**config.mk**
```make
export PLATFORM = sky130hd
export DESIGN_NAME = fetch_ctrl_flat
export DESIGN_NICKNAME = d
export VERILOG_FILES = /design/src/rtl/fetch_pkg.sv /design/src/rtl/fetch_ctrl_if.sv /design/src/rtl/fetch_skid.sv /design/src/rtl/fetch_ctrl.sv /design/src/flat_wrapper.sv
export SDC_FILE = /design/constraint.sdc
export NUM_CORES = 1
export LEC_CHECK = 0
export CAP_MARGIN = 20
export CORE_MARGIN = 5
export CORE_UTILIZATION = 39
export DETAILED_ROUTE_END_ITERATION = 10
export DONT_BUFFER_PORTS = 1
export GPL_TIMING_DRIVEN = 0
export PLACE_DENSITY = 0.55
export SETUP_SLACK_MARGIN = 0.3
export SLEW_MARGIN = 20
export SYNTH_ARGS = -nofsm -noshare
export SYNTH_HDL_FRONTEND = slang
export SYNTH_SLANG_ARGS = --single-unit
```
**constraint.sdc**
```tcl
create_clock -name Clock -period 5.1 [get_ports Clock]
set_input_delay 0.51 -clock Clock [delete_from_list [all_inputs] [get_ports Clock]]
set_output_delay 0.51 -clock Clock [all_outputs]
set_load 0.01 [all_outputs]
```
**src/rtl/fetch_pkg.sv**
```systemverilog
// Shared types and constants for the instruction fetch controller.
package fetch_pkg;

  localparam int unsigned XLEN    = 32;
  localparam int unsigned MADDR_W = 16;

  localparam logic [XLEN-1:0] PC_RESET  = 32'h0000_0000;
  localparam logic [XLEN-1:0] PC_STEP   = 32'h0000_0004;
  localparam logic [XLEN-1:0] NOP_INSTR = 32'h0000_0000;

  typedef enum logic [1:0] {
    S_REQ  = 2'd0,
    S_HOLD = 2'd1,
    S_DROP = 2'd2
  } fetch_state_t;

  // One buffered instruction together with the address it was fetched from.
  typedef struct packed {
    logic [XLEN-1:0] instr;
    logic [XLEN-1:0] addr;
  } skid_entry_t;

endpackage

```
**src/rtl/fetch_ctrl_if.sv**
```systemverilog
// Memory, redirect and decode-side signals of the fetch controller.
interface fetch_ctrl_if;
  import fetch_pkg::*;

  logic                Stall;
  logic                BranchTaken;
  logic [XLEN-1:0]     BranchAddr;
  logic                MemReq;
  logic [MADDR_W-1:0]  MemAddr;
  logic                MemValid;
  logic [XLEN-1:0]     MemRdata;
  logic [XLEN-1:0]     InstrOut;
  logic                InstrValid;
  logic [XLEN-1:0]     PCAddrInc;

  // Controller side.
  modport master (
    input  Stall, BranchTaken, BranchAddr, MemValid, MemRdata,
    output MemReq, MemAddr, InstrOut, InstrValid, PCAddrInc
  );

  // Environment side (memory, decode, branch unit).
  modport slave (
    output Stall, BranchTaken, BranchAddr, MemValid, MemRdata,
    input  MemReq, MemAddr, InstrOut, InstrValid, PCAddrInc
  );

endinterface

```
**src/rtl/fetch_skid.sv**
```systemverilog
// One-entry skid buffer holding a fetched word while decode is stalled.
module fetch_skid
  import fetch_pkg::*;
(
  input  logic        clk,
  input  logic        rst_n,
  input  logic        load,
  input  logic        clear,
  input  skid_entry_t din,
  output logic        valid,
  output skid_entry_t dout
);

  // Clear wins over load so a redirect always empties the entry.
  always_ff @(posedge clk or negedge rst_n) begin
    if (!rst_n) begin
      valid <= 1'b0;
      dout  <= '0;
    end else if (clear) begin
      valid <= 1'b0;
    end else if (load) begin
      valid <= 1'b1;
      dout  <= din;
    end
  end

endmodule

```
**src/rtl/fetch_ctrl.sv**
```systemverilog
// Instruction fetch controller: single outstanding request, one-word skid
// buffer for decode stalls, and response dropping after a redirect.
module fetch_ctrl
  import fetch_pkg::*;
(
  input  logic            Clock,
  input  logic            nReset,
  fetch_ctrl_if.master    bus
);

  fetch_state_t      state, state_n;
  logic [XLEN-1:0]   fetch_pc, pc_n;
  logic [XLEN-1:0]   instr_q, instr_n;
  logic              valid_q, valid_n;
  logic [XLEN-1:0]   inc_q, inc_n;
  logic              req_q, req_n;

  logic              skid_load, skid_clear, skid_valid;
  skid_entry_t       skid_din, skid_dout;

  logic [XLEN-1:0]   pc_plus;
  logic [XLEN-1:0]   branch_target;
  logic              out_free;
  logic              mem_done;

  assign pc_plus       = fetch_pc + PC_STEP;
  assign branch_target = bus.BranchAddr & 32'hFFFF_FFFC;
  assign out_free      = !valid_q || !bus.Stall;
  // Responses only count while a request is actually on the bus.
  assign mem_done      = req_q && bus.MemValid;

  assign skid_din = '{instr: bus.MemRdata, addr: fetch_pc};

  fetch_skid u_skid (
    .clk   (Clock),
    .rst_n (nReset),
    .load  (skid_load),
    .clear (skid_clear),
    .din   (skid_din),
    .valid (skid_valid),
    .dout  (skid_dout)
  );

  // Next-state, next-PC and next-output selection; redirect beats everything.
  always_comb begin
    state_n    = state;
    pc_n       = fetch_pc;
    instr_n    = instr_q;
    inc_n      = inc_q;
    valid_n    = valid_q && bus.Stall;
    skid_load  = 1'b0;
    skid_clear = 1'b0;

    if (bus.BranchTaken) begin
      pc_n       = branch_target;
      valid_n    = 1'b0;
      skid_clear = 1'b1;
      state_n    = (state == S_REQ && req_q && !bus.MemValid) ? S_DROP : S_REQ;
    end else begin
      unique case (state)
        S_REQ: begin
          if (mem_done) begin
            pc_n = pc_plus;
            if (out_free) begin
              instr_n = bus.MemRdata;
              inc_n   = pc_plus;
              valid_n = 1'b1;
            end else begin
              skid_load = 1'b1;
              state_n   = S_HOLD;
            end
          end
        end
        S_HOLD: begin
          if (!bus.Stall && skid_valid) begin
            instr_n    = skid_dout.instr;
            inc_n      = skid_dout.addr + PC_STEP;
            valid_n    = 1'b1;
            skid_clear = 1'b1;
            state_n    = S_REQ;
          end
        end
        S_DROP: begin
          if (bus.MemValid) state_n = S_REQ;
        end
        default: state_n = S_REQ;
      endcase
    end

    req_n = (state_n == S_REQ);
  end

  // Register state, PC and all decode/memory-facing outputs.
  always_ff @(posedge Clock or negedge nReset) begin
    if (!nReset) begin
      state    <= S_REQ;
      fetch_pc <= PC_RESET;
      instr_q  <= NOP_INSTR;
      valid_q  <= 1'b0;
      inc_q    <= PC_RESET + PC_STEP;
      req_q    <= 1'b0;
    end else begin
      state    <= state_n;
      fetch_pc <= pc_n;
      instr_q  <= instr_n;
      valid_q  <= valid_n;
      inc_q    <= inc_n;
      req_q    <= req_n;
    end
  end

  assign bus.MemReq     = req_q;
  assign bus.MemAddr    = fetch_pc[MADDR_W-1:0];
  assign bus.InstrOut   = instr_q;
  assign bus.InstrValid = valid_q;
  assign bus.PCAddrInc  = inc_q;

endmodule
```
**src/flat_wrapper.sv**
```systemverilog
// flat-port wrapper written by rule: the top's interface ports become plain ports
module fetch_ctrl_flat import fetch_pkg::*;
  (Clock, nReset, bus_Stall, bus_BranchTaken, bus_BranchAddr, bus_MemValid, bus_MemRdata, bus_MemReq, bus_MemAddr, bus_InstrOut, bus_InstrValid, bus_PCAddrInc);
  fetch_ctrl_if bus_i ();
  input  logic Clock;
  input  logic nReset;
  input wire logic [$bits(bus_i.Stall)-1:0] bus_Stall;
  input wire logic [$bits(bus_i.BranchTaken)-1:0] bus_BranchTaken;
  input wire logic [$bits(bus_i.BranchAddr)-1:0] bus_BranchAddr;
  input wire logic [$bits(bus_i.MemValid)-1:0] bus_MemValid;
  input wire logic [$bits(bus_i.MemRdata)-1:0] bus_MemRdata;
  output wire logic [$bits(bus_i.MemReq)-1:0] bus_MemReq;
  output wire logic [$bits(bus_i.MemAddr)-1:0] bus_MemAddr;
  output wire logic [$bits(bus_i.InstrOut)-1:0] bus_InstrOut;
  output wire logic [$bits(bus_i.InstrValid)-1:0] bus_InstrValid;
  output wire logic [$bits(bus_i.PCAddrInc)-1:0] bus_PCAddrInc;
  assign bus_i.Stall = bus_Stall;
  assign bus_i.BranchTaken = bus_BranchTaken;
  assign bus_i.BranchAddr = bus_BranchAddr;
  assign bus_i.MemValid = bus_MemValid;
  assign bus_i.MemRdata = bus_MemRdata;
  assign bus_MemReq = bus_i.MemReq;
  assign bus_MemAddr = bus_i.MemAddr;
  assign bus_InstrOut = bus_i.InstrOut;
  assign bus_InstrValid = bus_i.InstrValid;
  assign bus_PCAddrInc = bus_i.PCAddrInc;
  fetch_ctrl u_core (.Clock(Clock), .nReset(nReset), .bus(bus_i));
endmodule
```
==> results of run 1 <==
placed cells by master (no fill, tap or decap), types with 3 or more instances in the layout:
cell	count
mux2_2	60
nor2_1	27
or3_1	12
a21oi_1	8
o21ai_0	82
a22o_1	4
nand3_1	37
and3_1	7
xnor2_1	41
dfrtp_1	158
clkbuf_1	47
or4_1	7
xor2_1	24
mux2i_1	42
o211ai_1	4
nand2_1	110
and4_1	8
buf_4	18
buf_1	4
a211o_1	3
nand2b_1	4
a31oi_1	3
o221ai_1	5
inv_1	5
nor4_1	20
inv_6	6
nor3_1	19
bufinv_16	4
o31ai_1	7
clkbuf_16	17
nand4_1	16
o31a_1	4
conb_1	4
buf_2	11
report_power, final:
group	switching, W	total [W]	internal, W
clock network	0.000559	0.00139	0.000831
logic	0.000308	0.000609	0.000301
registers	0.000363	0.00194	0.00158
worst reg2reg max path, delay by kind of cell, from the launching register on:
family / cells / cell delay, ns
buffers and inverters: 3 / 1.45
flip-flops: 1 / 0.46
multiplexers: 1 / 0.40
AND/OR/NAND/NOR: 2 / 0.61
through the flow:
step	cell area (µm²)	hold slack [ns]	total power (W)	util	instances
floorplan	8290	0.214	0.00234	-	829
global placement	8630	0.219	0.00254	0.412	1104
detailed placement	8630	0.219	0.00256	0.412	1104
CTS	9290	0.150	0.00399	0.444	1137
global route	9290	0.112	0.00417	0.444	1137
finish	9290	0.0733	0.00394	0.444	1137
worst max-delay path by stage:
stage,startpoint,endpoint,slack [ns],cells past startpoint
floorplan,u_core.fetch_pc[2],u_core.bus.PCAddrInc[24],2.87,8
global placement,u_core.state[1],u_core.u_skid.dout[62],2.07,6
detailed placement,u_core.state[1],u_core.u_skid.dout[61],2.04,6
CTS,u_core.state[1],u_core.u_skid.dout[61],2.04,6
global route,u_core.state[1],u_core.u_skid.dout[61],1.88,6
finish,u_core.state[1],u_core.u_skid.dout[61],2.07,6
state kept, by name (all words and copies together), names as in the netlist:
signal and count:
u_core.bus.InstrOut 32, u_core.u_skid.dout 62, u_core.bus.PCAddrInc 30, u_core.state 2, u_core.bus.InstrValid 1, u_core.bus.MemReq 1
u_core.fetch_pc 30, u_core.u_skid.valid 1
synth_stat cells, types with 11 or more instances:
library cell / count / area share
nor4_1: 20 / 0.015
nand3_1: 37 / 0.022
o21ai_0: 82 / 0.050
or3_1: 12 / 0.0091
dfrtp_1: 158 / 0.48
mux2i_1: 42 / 0.051
xnor2_1: 41 / 0.043
buf_4: 18 / 0.016
clkbuf_1: 46 / 0.021
buf_2: 11 / 0.0066
mux2_2: 60 / 0.082
xor2_1: 24 / 0.025
nand4_1: 16 / 0.012
nor3_1: 19 / 0.011
nand2_1: 110 / 0.050
nor2_1: 27 / 0.012
per-layer routing:
| metal | global-route usage | vias to the layer above | share of wire |
|---|---|---|---|
| met4 | 0.0367 | 0 | 0.0091 |
| li1 | - | 2952 | - |
| met1 | 0.273 | 3107 | 0.44 |
| met5 | 0 | - | 0 |
| met2 | 0.314 | 187 | 0.47 |
| met3 | 0.0588 | 14 | 0.078 |
layout make-up:
cell class,instances,area [µm²],area share
clock inverter,14,203,0.0218
tap,275,344,0.0370
timing repair buffer,1,27.5,0.00296
inverter,6,22.5,0.00242
buffer,80,383,0.0412
clock buffer,18,429,0.0462
sequential,159,3980,0.428
multi-input combinational,584,3910,0.420
what timing repair did:
| item | CTS | global route |
|---|---|---|
| hold endpoints to repair | 159 | 0 |
| resized for setup | 0 | 0 |
| hold buffers | 1 | 0 |
| setup buffers | 0 | 0 |
kinds of logic after synthesis:
group	Yosys count
xor gates and xnor gates	65
DFF	159
AOI/OAI and AO/OA	128
muxes	102
other	1
adders and majority gates	2
and+or+nand+nor	283
buffers and inverters	86
==> metrics.csv, run 1 <==
metric,value,unit
"EDFF count, synth",0,
clk_skew,0.00757,ns
pin count of the biggest net entering global routing,160,
#FFs+latches synth,159,
ANT cells,0,
"Seq/Total Area, Yosys",0.481,
post-synth cell types,54,
die width,156,µm
worst vdd ir,0.000212,V
"Clk Latency, worst-skew pair",0.42,ns
Detailed Route Iter0 Violations,412,
# H-tree levels,4,
number of global-route vias before repair,6371,
mux share of post-synthesis cell area,0.132,
nets@finish,920,
crit-path cells,nand4bb_1 -> clkbuf_1 -> nor3_1 -> clkbuf_1 -> clkbuf_1 -> mux2_2,
R2R depth,6,
Most common cell on crit path,clkbuf_1,
Post-route DRC,0,
via count,6260,
Final ANT Viol Nets,0,
io pins,151,
mapped cell area,8280,µm²
Post-Synth XOR/XNOR Area,0.0688,
# rows,53,
R2R Path End,u_core.u_skid.dout[61],
Synth Instances,826,
DR WL/cell,20.6,µm
"worst slack, placed",2.04,ns
slew at the pin closest to its max-slew limit,0.988,ns
Initial Util,0.395,
fillcell total,2095,
global-route wire length before repair,37200,µm
outcome,completed,
Detail Placement HPWL,16900,µm
Final min period,3.03,ns
WP data arrival,3.34,ns
area of the core,21000,µm²
final-report hold violation count,0,
GRT Overall Usage,0.198,
Final Setup Violations,0,
buffers plus inverters on the worst setup path,3,
Max-slew headroom,0.336,
Setup WS post-layout,2.07,ns
largest family of logic cells by synthesized area,simple AND/OR/NAND/NOR gates,
grt ovf,0,
RSZ-0062 raised after global routing,no,
Synth Area in Compound Gates,0.0922,
synth warn,0,
full die area,24200,µm²
"Data required, critical path",5.41,ns
crit path launch type,flop,
hold crit path type,in2async,
Worst-path clk slew,0.07,ns
async set or reset register ratio after synthesis,1.00,
Synth Area per Inst,10.0,µm²
Crit Path Category,reg2reg,
clock sink count,159,
Max stage delay on crit path,0.63,ns
RD Place Congestion,0.863,
Max Slew Vio Count,0,
CTS tree,built,
first-pass iteration count of the detailed router,5,
drt total wl,23400,µm
Worst Path Max Fanout,10,
share of cells above drive strength 1,0.146,
Final period util,0.595,
Pleak,3.74,nW
flop2flop setup slack,2.07,ns
"Primary FF master, synth",dfrtp_1,
Max Fclk,0.330,GHz
clock root buffer,clkbuf_16,
Pwr Density,424,nW/µm²
"Area growth, synth to finish",12.3,%
R2R Path Start,u_core.state[1],
Die Ht,156,µm
max-cap violations,0,
Via-to-Cell Ratio,5.51,
CP endpoint kind,flop,
input/output buffers,0,
adder-cell area share of the yosys netlist,0.00302,
Worst path slowest cell,clkbuf_1,
clk buf depth,2,
CTS Buf Count,17,
Simple-Gate Fraction of Synth Area,0.173,
initial antenna violation count,0,
family with the most delay on the worst path,buffers and inverters,
final setup TNS,0,ns
(Power assumes the default switching activity.)
==> run 2: changes to the inputs <==
==> constraint.sdc (replaced) <==
create_clock -name Clock -period 3 [get_ports Clock]
set_input_delay 0.3 -clock Clock [delete_from_list [all_inputs] [get_ports Clock]]
set_output_delay 0.3 -clock Clock [all_outputs]
set_load 0.01 [all_outputs]
==> run 2 against run 1 <==
Net effect: register-to-register slack got worse by 1.6 ns; the flow now finishes with violations (hold timing); largest cell class unchanged; worst hold slack worse by 0.51 ns; combinational power grew 67%.
==> metrics.csv, run 2 (synthesized netlist as in run 1, its figures left out) <==
metric,value,unit,change
outcome,finished with violations,,
failing checks,hold timing,,
buffers plus inverters on the worst setup path,2,,-1
pin count of the biggest net entering global routing,160,,unchanged
slew at the pin closest to its max-slew limit,0.781,ns,-0.207 ns
crit-path cells,ha_1 -> clkbuf_2 -> nand4_1 -> or4_1 -> clkbuf_1 -> or3_1 -> a211oi_1 -> a221o_1,,
"Area growth, synth to finish",15.2,%,
RSZ-0062 raised after global routing,yes,,
clk buf depth,2,,unchanged
final-report hold violation count,159,,+159
Pwr Density,700,nW/µm²,+65%
GRT Overall Usage,0.199,,+0.000882
Max Slew Vio Count,0,,unchanged
Flop pwr share,0.494,,about the same
post-CTS setup buffer count,0,,unchanged
family with the most delay on the worst path,simple AND/OR/NAND/NOR gates,,
Internal,0.00463,W,+71%
RD Place Congestion,0.863,,unchanged
logic gate share of total power,0.153,,-0.002
Max Fclk,0.387,GHz,+18%
area of the core,21000,µm²,unchanged
first-pass iteration count of the detailed router,5,,unchanged
ANT cells,0,,unchanged
Detailed Route Iter0 Violations,436,,+5.8%
Die Ht,156,µm,unchanged
max-cap violations,0,,unchanged
number of global-route vias before repair,6461,,+1.4%
Switch Pwr,0.00205,W,+67%
GRT met2 Usage,0.318,,+0.00392
met1 Usage GRT,0.271,,-0.00212
Worst Path Max Fanout,7,,-3
Worst path slowest cell,dfrtp_2,,
input/output buffers,0,,unchanged
GRT busiest layer,met2,,
crit path launch type,flop,,
"Clk Latency, worst-skew pair",0.42,ns,about the same
Clk network pwr share,0.354,,about the same
die width,156,µm,unchanged
Worst-path clk slew,0.07,ns,about the same
full die area,24200,µm²,unchanged
Final period util,0.861,,+0.266
CP endpoint kind,flop,,
via count,6322,,+0.99%
switching share of power,0.307,,-0.00473
clock root buffer,clkbuf_16,,
initial antenna violation count,0,,unchanged
grt ovf,0,,unchanged
worst vdd ir,0.000358,V,+69%
CTS tree,built,,
Max-slew headroom,0.479,,+0.143
Final min period,2.58,ns,-0.452 ns
CTS Buf Count,17,,unchanged
final setup TNS,0,ns,unchanged
drt total wl,23500,µm,+0.37%
Final Setup Violations,0,,unchanged
nets@finish,943,,+2.5%
"commonest non-fill, non-tap cell in the layout",dfrtp_1,,
# rows,53,,unchanged
Largest Register,u_core.u_skid.dout,,
hold crit path type,in2async,,
Via-to-Cell Ratio,5.45,,-1.0%
Crit Path Category,reg2reg,,
M3 GR Usage,0.0588,,unchanged
hold_ws,-0.434,ns,-0.507 ns
Initial Util,0.395,,unchanged
Pleak,3.86,nW,+3.3%
# H-tree levels,4,,unchanged
share of cells above drive strength 1,0.151,,+0.00524
io pins,151,,unchanged
"commonest non-fill, non-tap cells in the layout","dfrtp_1 (157), nand2_1 (110), o21ai_0 (82)",,
Detail Placement HPWL,16900,µm,unchanged
max FFs per register,62,,unchanged
"Data required, critical path",3.36,ns,-2.05 ns
Max stage delay on crit path,0.44,ns,-0.19 ns
Final ANT Viol Nets,0,,unchanged
clock sink count,159,,unchanged
clk_skew,0.0102,ns,+0.00262 ns
Post-route DRC,0,,unchanged
DR WL/cell,20.2,µm,-1.6%
global-route wire length before repair,37400,µm,+0.52%
WP data arrival,2.94,ns,-0.40 ns
[run 2: changes by cell type in the layout (fill, tap and decap cells not counted), sizes merged]
cell | previous run | this run
dlygate4sd3 | 0 | 24
clkbuf | 65 | 66
buf | 34 | 32
[run 2: timing repair]
| item | 4_1_cts | 5_1_grt |
|---|---|---|
| setup endpoints to repair | 48 | 61 |
| gates resized for setup | 4 | 9 |
| hold buffers | 22 | 2 |
| endpoints found under the hold margin | 181 | 161 |
[run 2: through the flow]
| step | cells | util | cell area [µm²] | setup WS [ns] | power (W) |
|---|---|---|---|---|---|
| final | 1160 | 0.455 | 9540 | 0.418 | 0.00668 |
| after global routing | 1160 | 0.455 | 9540 | 0.233 | 0.00707 |
| after CTS | 1158 | 0.453 | 9490 | 0.375 | 0.00676 |
| after detailed placement | 1104 | 0.412 | 8630 | -0.0569 | 0.00435 |
| after global placement | 1104 | 0.412 | 8630 | -0.0295 | 0.00431 |
| after floorplan | 829 | - | 8290 | 0.769 | 0.00397 |
[run 2: final timing paths]
| kind | slack (ns) | endpoint | cells past startpoint | start |
|---|---|---|---|---|
| max in group asynchronous | 3.21 | u_core.u_skid.dout[27] | 0 | nReset |
| hold reg to reg | 0.50 | u_core.u_skid.dout[57] | 1 | u_core.u_skid.dout[57] |
| setup reg to reg | 0.42 | u_core.bus.PCAddrInc[24] | 8 | u_core.fetch_pc[2] |
| min in group Clock | 0.01 | u_core.fetch_pc[29] | 2 | bus_BranchAddr[29] |
| hold / removal | -0.43 | u_core.u_skid.dout[57] | 0 | nReset |
| setup / recovery | 0.42 | u_core.bus.PCAddrInc[24] | 8 | u_core.fetch_pc[2] |
[run 2: cell type report]
| type | count | area (µm²) |
|---|---|---|
| plain buffers | 80 | 390 |
| inverters | 6 | 22.5 |
| repair buffers | 24 | 240 |
| clock inverters | 14 | 203 |
| clock buffers | 18 | 429 |
| fillers | 2074 | 11400 |
| multi-input cells | 584 | 3930 |
| well taps | 275 | 344 |
| flip-flops and latches | 159 | 3980 |
[run 2: worst reg2reg max path: stages (launching register included)]
cell and delay (ns):
dfrtp_2 0.44, ha_1 0.16, clkbuf_2 0.19, nand4_1 0.21
or4_1 0.44, clkbuf_1 0.21, or3_1 0.38, a211oi_1 0.33
a221o_1 0.16
[run 2: power by group through the flow]
stage	sequential (W)	clock, W	combinational (W)
6_report	0.00330	0.00236	0.00102
5_1_grt	0.00340	0.00251	0.00116
4_1_cts	0.00331	0.00242	0.00103
3_5_place_dp	0.00335	0	0.000999
3_3_place_gp	0.00334	0	0.000975
2_1_floorplan	0.00316	0	0.000814
[run 2: layer usage]
metal,vias up,share of wire,routed length (µm)
met5,-,0,0
met3,14,0.075,1750
li1,3003,-,-
met4,0,0.0078,184
met2,171,0.47,11100
met1,3134,0.44,10400
==> run 3: changes to the inputs <==
--- a/config.mk
+++ b/config.mk
@@ -9,9 +9,8 @@
 export CORE_MARGIN = 5
 export CORE_UTILIZATION = 39
 export DETAILED_ROUTE_END_ITERATION = 10
-export DONT_BUFFER_PORTS = 1
 export GPL_TIMING_DRIVEN = 0
-export PLACE_DENSITY = 0.55
+export PLACE_DENSITY = 0.64
 export SETUP_SLACK_MARGIN = 0.3
 export SLEW_MARGIN = 20
 export SYNTH_ARGS = -nofsm -noshare
==> run 3 against run 2 <==
Net effect: the flow now finishes without violations; clock skew shrank 0.0012 ns; total power up 8.4%; largest cell class unchanged; first-iteration DRC count decreased by 1.6%; clock power is 3% lower; sequential power shrank 5%; clock-buffer cell count unchanged; final area up 13%; worst hold slack better by 0.86 ns; critical path type unchanged; highest routed layer unchanged.
==> metrics.csv, run 3 (synthesized netlist as in run 1, its figures left out) <==
metric,value,unit,change
outcome,completed,,
Final min period,2.63,ns,+0.0463 ns
flop2flop setup slack,0.37,ns,-0.05 ns
"worst slack, placed",-0.291,ns,-0.234 ns
Die Ht,156,µm,unchanged
Final ANT Viol Nets,0,,unchanged
finished layout cell area,10800,µm²,+13%
Reg area,3980,µm²,unchanged
Worst path slowest cell,dfrtp_2,,
post-CTS setup buffer count,0,,unchanged
crit path launch type,flop,,
combined area of the multi-input logic cells,3920,µm²,-0.16%
Pwr Density,674,nW/µm²,-3.8%
drt total wl,23400,µm,-0.30%
R2R Path End,u_core.bus.PCAddrInc[24],,
Detailed Route Iter0 Violations,429,,-1.6%
"Clk Latency, worst-skew pair",0.43,ns,about the same
initial antenna violation count,0,,unchanged
"commonest non-fill, non-tap cells in the layout","dfrtp_1 (157), clkdlybuf4s50_1 (142), nand2_1 (110)",,
family with the most delay on the worst path,simple AND/OR/NAND/NOR gates,,
Pleak,4.33,nW,+12%
CTS tree,built,,
Final period util,0.876,,+0.0154
# rows,53,,unchanged
Largest Register,u_core.u_skid.dout,,
slew at the pin closest to its max-slew limit,0.766,ns,-0.0155 ns
clock sink count,159,,unchanged
# H-tree levels,4,,unchanged
Max-slew headroom,0.490,,+0.0103
hold depth,3,,
buffers plus inverters on the worst setup path,2,,unchanged
Max Fclk,0.381,GHz,-1.8%
"commonest non-fill, non-tap cell in the layout",dfrtp_1,,
max-cap violations,0,,unchanged
worst vdd ir,0.000359,V,+0.28%
Post-route DRC,0,,unchanged
R2R Path Start,u_core.fetch_pc[2],,
io pins,151,,unchanged
global-route wire length before repair,37600,µm,+0.48%
CTS Buf Count,17,,unchanged
Hold Crit Endpoint,u_core.fetch_pc[2],,
Setup WS post-layout,0.372,ns,-0.0463 ns
number of global-route vias before repair,6850,,+6.0%
final-report hold violation count,0,,-100%
Max stage delay on crit path,0.45,ns,about the same
Max Slew Vio Count,0,,unchanged
nets@finish,1064,,+13%
RD Place Congestion,0.903,,+4.6%
hold_ws,0.424,ns,+0.858 ns
area of the core,21000,µm²,unchanged
share of cells above drive strength 1,0.135,,-0.0162
Final Util,0.513,,+0.0580
Worst-path clk slew,0.07,ns,about the same
clk_skew,0.00898,ns,-0.00121 ns
Detail Placement HPWL,17200,µm,+1.6%
Overall Power,0.00724,W,+8.4%
area of placed instances,10100,µm²,+17%
Initial Util,0.395,,unchanged
max FFs per register,62,,unchanged
Final Setup Violations,0,,unchanged
"Area growth, synth to finish",29.8,%,
clk buf depth,2,,unchanged
DR WL/cell,18.3,µm,-9.7%
R2R depth,8,,unchanged
"Data required, critical path",3.37,ns,about the same
die width,156,µm,unchanged
crit-path cells,ha_1 -> clkbuf_2 -> nand4_1 -> or4_1 -> clkbuf_1 -> or3_1 -> a211oi_1 -> a221o_1,,
RSZ-0062 raised after global routing,yes,,
GRT Overall Usage,0.196,,-0.00325
WP data arrival,3.00,ns,+0.06 ns
Via-to-Cell Ratio,5.36,,-1.6%
input/output buffers,143,,+143
ANT cells,0,,unchanged
CP endpoint kind,flop,,
first-pass iteration count of the detailed router,5,,unchanged
via count,6870,,+8.7%
clock root buffer,clkbuf_16,,
Worst Path Max Fanout,7,,unchanged
grt ovf,0,,unchanged
hold crit path type,in2reg,,
fillcell total,2002,,-3.5%
full die area,24200,µm²,unchanged
pin count of the biggest net entering global routing,82,,-49%
Hold Startpoint,bus_BranchAddr[2],,
Crit Path Category,reg2reg,,
[run 3: cell types whose count changed in the layout (fill, tap and decap cells not counted), sizes merged]
cell | before | now
bufinv | 4 | 3
buf | 32 | 33
dlygate4sd3 | 24 | 1
clkinv | 4 | 5
clkbuf | 66 | 67
clkdlybuf4s50 | 0 | 142
[run 3: area by class of cell]
class / instances / share of cell area
Buffer: 80 / 0.0363
Clock buffer: 18 / 0.0409
Clock inverter: 14 / 0.0168
Inverter: 6 / 0.00209
Multi-Input combinational cell: 584 / 0.365
Sequential cell: 159 / 0.370
Tap cell: 275 / 0.0320
Timing Repair Buffer: 145 / 0.137
[run 3: worst reg2reg max path: cells and delay by family, from the launching register on]
family	cells	cell delay, ns
fa+ha+maj	1	0.17
flops	1	0.45
compound gates	2	0.51
buf+inv	2	0.40
simple gates	3	1.04
[run 3: where the power goes]
part	total, W	switching (W)	internal, W
clock network	0.00230	0.000953	0.00135
registers	0.00313	0.000450	0.00268
logic	0.00181	0.000784	0.00102
total	0.00724	0.00219	0.00506
[run 3: worst max path at each step]
stage,startpoint,endpoint,cells past startpoint
5_1_grt,u_core.fetch_pc[3],u_core.bus.PCAddrInc[24],8
3_5_place_dp,bus_MemValid,u_core.u_skid.dout[60],7
3_3_place_gp,nReset,u_core.bus.InstrOut[26],1
2_1_floorplan,u_core.fetch_pc[2],u_core.bus.PCAddrInc[24],8
6_report,u_core.fetch_pc[2],u_core.bus.PCAddrInc[24],8
4_1_cts,u_core.fetch_pc[2],u_core.bus.PCAddrInc[24],8
[run 3: what timing repair did]
item / in CTS / in global routing
hold endpoints to repair: 80 / 0
setup endpoints to repair: 41 / 42
resized for setup: 5 / 4
hold buffers: 1 / 0
[run 3: stage by stage]
step | setup TNS (ns) | std cells
floorplan | 0 | 829
global placement | -803.83 | 1247
detailed placement | -7.30 | 1248
CTS | 0 | 1281
global route | 0 | 1281
finish | 0 | 1281
[run 3: metal layers]
layer,part of all wire,GRT usage,up-vias
li1,-,-,3245
met1,0.46,0.274,3383
met5,0,0,-
met4,0.022,0.0584,0
met2,0.47,0.308,208
met3,0.056,0.0405,34
